$ cat config.mk
export PLATFORM = sky130hd
export DESIGN_NAME = serial_frame_arbiter
export DESIGN_NICKNAME = d
export VERILOG_FILES = /design/src/rtl/serial_frame_arbiter.sv
export SDC_FILE = /design/constraint.sdc
export NUM_CORES = 1
export LEC_CHECK = 0
export ABC_AREA = 1
export CAP_MARGIN = 20
export CORE_AREA = 2 2 63 65
export CTS_BUF_LIST = sky130_fd_sc_hd__clkbuf_8
export CTS_CLUSTER_DIAMETER = 80
export CTS_CLUSTER_SIZE = 30
export DETAILED_ROUTE_END_ITERATION = 16
export DIE_AREA = 0 0 65 67
export DONT_BUFFER_PORTS = 1
export PLACE_DENSITY = 0.7
export RECOVER_POWER = 25
export SLEW_MARGIN = 20
export SYNTH_ARGS = -nofsm -noshare
export SYNTH_HDL_FRONTEND = slang
export SYNTH_SLANG_ARGS = --single-unit
$ cat constraint.sdc
create_clock -name clock -period 2.5 [get_ports clock]
set_input_delay 0.375 -clock clock [delete_from_list [all_inputs] [get_ports clock]]
set_output_delay 0.375 -clock clock [all_outputs]
set_load 0.005 [all_outputs]
$ cat src/rtl/serial_frame_arbiter.sv
`timescale 1ns/1ps
// Round-robin arbiter sharing one serial line among four requesters.
// Each granted requester gets one frame: start, port, length, L nibbles, stop.
module serial_frame_arbiter #(
  parameter int NUM_REQ = 4,
  parameter int LEN_W   = 4
) (
  input  logic                     clock,
  input  logic                     rst,
  input  logic [NUM_REQ-1:0]       req,
  input  logic [NUM_REQ*LEN_W-1:0] len_in,
  input  logic [NUM_REQ*4-1:0]     data_in,
  output logic [NUM_REQ-1:0]       grant,
  output logic [NUM_REQ-1:0]       data_rd,
  output logic                     SE_out,
  output logic                     busy,
  output logic                     frame_done
);

  localparam int PORT_W = $clog2(NUM_REQ);

  typedef enum logic [2:0] {IDLE, START, PORT, LEN, DATA, STOP} state_t;

  state_t            state, state_n;
  logic [1:0]        cnt, cnt_n;
  logic [PORT_W-1:0] gsel, gsel_n;
  logic [PORT_W-1:0] ptr, ptr_n;
  logic [PORT_W-1:0] win, idx;
  logic              found;
  logic [LEN_W-1:0]  len_q, len_n, len_sel;
  logic [LEN_W-1:0]  nib_left, nib_left_n;
  logic [3:0]        shreg, shreg_n, cur_nib;
  logic              strobe;
  logic              se_q, se_n;

  // Round-robin search starting at ptr, wrapping modulo NUM_REQ.
  always_comb begin
    win   = ptr;
    idx   = '0;
    found = 1'b0;
    for (int unsigned k = 0; k < NUM_REQ; k++) begin
      idx = ptr + PORT_W'(k);
      if (!found && req[idx]) begin
        win   = idx;
        found = 1'b1;
      end
    end
  end

  // Select the winner's length and the granted requester's current nibble.
  always_comb begin
    len_sel = '0;
    cur_nib = '0;
    for (int unsigned k = 0; k < NUM_REQ; k++) begin
      if (PORT_W'(k) == win)  len_sel = len_in[k*LEN_W +: LEN_W];
      if (PORT_W'(k) == gsel) cur_nib = data_in[k*4 +: 4];
    end
  end

  // Next-state logic; also computes the next field registers and read strobe.
  always_comb begin
    state_n    = state;
    cnt_n      = cnt;
    gsel_n     = gsel;
    ptr_n      = ptr;
    len_n      = len_q;
    nib_left_n = nib_left;
    shreg_n    = shreg;
    strobe     = 1'b0;
    case (state)
      IDLE: begin
        if (|req) begin
          state_n = START;
          gsel_n  = win;
          len_n   = len_sel;
          ptr_n   = win + PORT_W'(1);
          cnt_n   = '0;
        end
      end
      START: begin
        state_n = PORT;
        cnt_n   = '0;
      end
      PORT: begin
        if (cnt == 2'd1) begin
          state_n = LEN;
          cnt_n   = '0;
        end else begin
          cnt_n = cnt + 2'd1;
        end
      end
      LEN: begin
        if (cnt == 2'd3) begin
          cnt_n = '0;
          if (len_q != '0) begin
            state_n    = DATA;
            nib_left_n = len_q;
            strobe     = 1'b1;
            shreg_n    = cur_nib;
          end else begin
            state_n = STOP;
          end
        end else begin
          cnt_n = cnt + 2'd1;
        end
      end
      DATA: begin
        if (cnt == 2'd3) begin
          cnt_n = '0;
          if (nib_left == LEN_W'(1)) begin
            state_n = STOP;
          end else begin
            nib_left_n = nib_left - LEN_W'(1);
            strobe     = 1'b1;
            shreg_n    = cur_nib;
          end
        end else begin
          cnt_n   = cnt + 2'd1;
          shreg_n = {shreg[2:0], 1'b0};
        end
      end
      STOP: state_n = IDLE;
      default: state_n = IDLE;
    endcase
  end

  // Line value for the coming cycle, derived from next-state values so SE_out is a flop.
  always_comb begin
    se_n = 1'b1;
    case (state_n)
      START:   se_n = 1'b0;
      PORT:    se_n = gsel_n[~cnt_n[0]];
      LEN:     se_n = len_n[~cnt_n];
      DATA:    se_n = shreg_n[3];
      default: se_n = 1'b1;
    endcase
  end

  // State and datapath registers with synchronous reset.
  always_ff @(posedge clock) begin
    if (rst) begin
      state    <= IDLE;
      cnt      <= '0;
      gsel     <= '0;
      ptr      <= '0;
      len_q    <= '0;
      nib_left <= '0;
      shreg    <= '0;
      se_q     <= 1'b1;
    end else begin
      state    <= state_n;
      cnt      <= cnt_n;
      gsel     <= gsel_n;
      ptr      <= ptr_n;
      len_q    <= len_n;
      nib_left <= nib_left_n;
      shreg    <= shreg_n;
      se_q     <= se_n;
    end
  end

  // One-hot grant while busy; read strobe routed to the granted requester.
  always_comb begin
    grant   = '0;
    data_rd = '0;
    if (state != IDLE) grant[gsel] = 1'b1;
    if (strobe)        data_rd[gsel] = 1'b1;
  end

  assign SE_out     = se_q;
  assign busy       = (state != IDLE);
  assign frame_done = (state == STOP);

endmodule

**Word-level counts from Yosys, hierarchy flattened**

Cells that the tools add are included.

- Register bits: 22
- Bits in latches: 0
- Logic and storage cells: 127
- Memories kept: 0
- Input port bits: 38
- Memory bits (writable): 0
- Output and inout bits: 11
- ROM bits: 0

- Multipliers: 0
- Shift-type cells: 0
- Multiplexer cells: 61
- Bitwise gates (word level): 2
- Equal/unequal tests: 23
- Order comparisons: 8
- $add $sub $neg: 6
- Div/mod/pow operators: 0
- Reductions and logical operators: 18

Operators by type and width:

| operator | count |
|---|---|
| $mux W4 | 20 |
| $lt A2 B3 Y1 const B | 6 |
| $mux W1 | 16 |
| $mux W2 | 8 |
| $pmux W4 S2 | 2 |
| $mux W3 | 5 |
| $pmux W3 S5 | 1 |
| $eq A3 B2 Y1 const B | 4 |
| $bmux W1 S2 | 5 |
| $eq A3 B3 Y1 const B | 3 |
| $eq A2 B2 Y1 const A | 4 |
| $ne A2 B2 Y1 const B | 4 |
| $pmux W2 S4 | 1 |
| $add A2 B1 Y2 const B | 3 |
| $eq A3 B1 Y1 const B | 2 |
| $reduce_and A5 Y1 | 1 |
| $add A2 B2 Y2 const B | 2 |
| $eq A1 B2 Y1 const A | 2 |
| $eq A4 B1 Y1 const B | 1 |
| $logic_and A1 B1 Y1 | 4 |
| $logic_not A2 Y1 | 2 |
| $pmux W1 S4 | 1 |
| $reduce_and A4 Y1 | 1 |
| $reduce_bool A4 Y1 | 1 |
| other kinds (17) | 19 |

**Logic depth before layout (Yosys ltp)**

- Word-level depth: 22
- Gate-level depth with buffers: 29
- Gate-level depth less buffers: 28

**Worst setup path after synthesis**

Ideal clock, no wire load.

- Kind: register to register
- Start point: register ptr[0]
- End point: register se_q, in the netlist SE_out
- Data required time: 2.387 ns
- Slack: 0.225 ns
- Path buffers: 1
- Library setup time: 0.113 ns
- Arrival: 2.162 ns
- Cell stages (with the launch flop): 27
- Period minus slack after synthesis: 2.275 ns
- Cell sequence: dfxtp_1 buf_4 inv_4 nand2_1 nand2_2 nand2_2 nand2_2 nand2_1 nand2_1 nand2_1 nand2_1 nand2_1 nand2_1 nand2_1 inv_1 ha_1 inv_1 o211ai_1 nand3_1 nand2_1 nand2_1 nand2_1 nand3_1 nand2_1 nor2_1 nor2_1 nand2_1

- Cells in the longest elaborated chain, start to end: 22
- Elaborated cells between the ends (all ways): 40
- Those cells by class: add/sub: 3; eq/ne: 3; mux: 27; reduce/logical: 7

RTL lines:

| item | line | source |
|---|---|---|
| start, declared | 27 | `logic [PORT_W-1:0] ptr, ptr_n;` |
| start signal, assigned | 154 | `ptr <= ptr_n;` |
| parallel branches: the longest is 11 deep, another holds $add A2 B1 Y2 | n/a |  |
| $mux W2 (*) | 43 | `if (!found && req[idx]) begin` |
| $logic_not A2 Y1 | 55 | `if (PORT_W'(k) == win) len_sel = len_in[k*LEN_W +: LEN_W];` |
| $mux W4 (4 in series) | 55 |  |
| $mux W4 | 72 | `if (\|req) begin` |
| $mux W4 | 70 | `case (state)` |
| $bmux W1 S2 | 133 | `LEN: se_n = len_n[~cnt_n];` |
| $mux W1 (implied by the code) | 133 |  |
| $pmux W1 S4 (*) | 130 | `case (state_n)` |
| end signal, assigned | 158 | `se_q <= se_n;` |
| end, declared | 34 | `logic se_q, se_n;` |

Every way passes the cells marked *. The select of a mux whose other input is x is not followed.
A chain may end at the register's enable or synchronous reset.

**Worst setup path in the final report**

Same ends and word-level chain as after synthesis.

==> out/qor.csv <==
metric,value,unit
die width,65,µm
Hold/Removal Path Class,input port to flop,
DRC,0,
Final min period,2490,ps
LEAKAGE,1.04,nW
largest net degree at the start of global routing,16,
total track usage,0.220,
Synth top area share,0.229,
chip height,67,µm
post-route cell area,2170,µm²
status,"finished, final reports clean",
pwr dens,1150,nW/µm²
post-route clock period utilization,0.996,
top-count cell post-synth,nand2_1,
RSZ-0062 raised after global routing,yes,
Post-DRT Antenna Nets,0,
Post-Syn Nets,369,
CP required,2670,ps
# hold bufs at CTS,0,
crit-path max FO,6,
ant diodes,0,
Synth Flop Type,dfxtp_1,
Final Skew,0.920,ps
share of layout cells above drive strength 1,0.204,
Initial DRC Count,106,
placed cell count,368,
Layout fillers,377,
total grt overflow,0,
Achievable Freq,402,MHz
core box area,3610,µm²
first-pass iteration count of the detailed router,4,
synth unique cells,37,
row cnt,22,
Post-Syn Area,1920,µm²
CTS sink cnt,22,
Syn Inst Count,322,
synth warn,0,
largest area contributor in the netlist,dfxtp_1,
HPWL after DPL,3520,µm
Max clock buf depth,2,
crit path kind,flop to flop,
initial antenna violation count,0,
CTS H-tree depth,1,
Max-Cap Viols,0,
area growth from synthesis to layout,12.5,%
setup_tns,0,ps
clock latency on the worst-skew pair,260,ps
"Slew Viols, Final",0,
critical path data arrival time,2660,ps
startpoint types,flop,
R2R Setup Slk,10,ps
first-pass GRT wire length,7470,µm
Max IR drop VDD,0.817,mV
"Cell Area, Placed",1970,µm²
sequential share of the synthesized area,0.229,
drt total wl,4660,µm
register bit count reported by yosys,22,
I/O pin cnt,49,
most common library cells after synthesis,"100 x nand2_1, 41 x nor2_1, 33 x inv_1",
Slew @ Worst Pin,415,ps
fin util,0.601,
clock slew at reported path FFs,80,ps
Overall Power,2.48,mW
"FFs w/ async S/R, synth",0,
Starting Density,0.534,
Num CTS Buffers,3,
# nets final,377,
DR WL/cell,12.4,µm
Worst slew margin,0.723,
CTS root buf,clkbuf_8,
routability congestion estimate,0.800,
Port-buffer cells,0,
Final Hold Viols,0,
largest cells by area after synthesis,"dfxtp_1 23%, nand2_1 20%, nor2_1 8.0%",
Final Non-Filler Cells,377,
CTS tree,built,
number of enable flip-flop cells after synthesis,0,
via-per-instance ratio,5.24,
CP Capture Type,flop,
vias in the first global route,1763,
die area,4360,µm²
routed vias,1977,
syn avg cell area,5.98,µm²
Setup-failing EPs final,0,
==> final cells by class <==
cell class              instances  area, µm²  area share
clock buffers                   4       55.1      0.0254
inverters                      45        184      0.0849
multi-input cells             249       1350       0.623
flip-flops and latches         22        445       0.206
well taps                      48       60.1      0.0277
repair buffers                  9       71.3      0.0329
==> through the flow <==
step / worst slack (ps) / hold WS, ps
after floorplan: 225 / 444
after global placement: -78.6 / 447
after detailed placement: -104 / 449
after CTS: 3.22 / 164
after global routing: -207 / 159
final: 10.5 / 167
==> per-layer routing <==
metal | wire length (µm) | up-vias | GRT usage
met5 | 0 | - | 0
met4 | 76 | 0 | 0.0559
met3 | 267 | 8 | 0.0557
met2 | 2270 | 51 | 0.407
met1 | 2040 | 880 | 0.250
li1 | - | 1038 | -
==> what timing repair did <==
action,CTS,global route
pin swaps,0,18
hold endpoints to repair,0,0
endpoints found under the setup margin,1,2
buffers inserted,0,5
gates resized for setup,1,36
cloned,0,0
==> final timing paths <==
kind	start	endpoint	cells past startpoint
worst max register to register	ptr[0]	SE_out	24
worst min register to register	shreg[0]	shreg[0]	2
worst max-delay path	ptr[0]	SE_out	24
worst min-delay path	rst	ptr[0]	1
==> placed cells by master (no fill, tap or decap), drive strengths merged, types with 3 or more instances in the layout <==
master / instances
ha: 9
nand3: 22
nor2: 45
dfxtp: 22
buf: 9
nand2: 111
nor3: 8
o211ai: 3
a21oi: 19
inv: 43
o21ai: 20
clkbuf: 4
==> worst max-delay path, stage by stage (launching register included) <==
cell and delay (ps):
dfxtp_4 380, buf_4 130, nand2_1 60, nand2_2 100, nand2_2 70, nand2_4 100, nand2_1 80, nand2_1 70
nand2_1 50, nand2_1 80, nand2_1 60, nand2_1 70, nand2_2 90, buf_4 150, ha_4 170, a21oi_1 160
nand2_1 70, nand2_1 80, nand2_1 60, nand2_1 60, nand3_1 70, nand2_1 80, nor2_1 40, nor2_1 90
nand2_1 50
==> cell families (layout without fill, tap and decap cells) <==
group | after synthesis | in the layout | share of synthesized area
flops | 22 | 22 | 0.229
compound gates | 49 | 49 | 0.145
fa+ha+maj | 9 | 9 | 0.0585
simple gates | 189 | 189 | 0.444
buf+inv | 51 | 58 | 0.114
xor+xnor | 2 | 2 | 0.00910
==> power by group <==
group	total, mW	leakage, nW	switching, mW	internal (mW)
sequential	0.493	0.181	0.0780	0.415
combinational	1.73	0.835	1.03	0.696
clock	0.260	0.0288	0.120	0.141
total	2.48	1.04	1.23	1.25
==> registers in the layout (all words and copies together), names as in the netlist <==
signal	cells
SE_out	1
cnt	2
ptr	2
shreg	4
len_q	4
nib_left	4
state	3
gsel	2
Note: power is estimated with default switching activity, not from simulation.
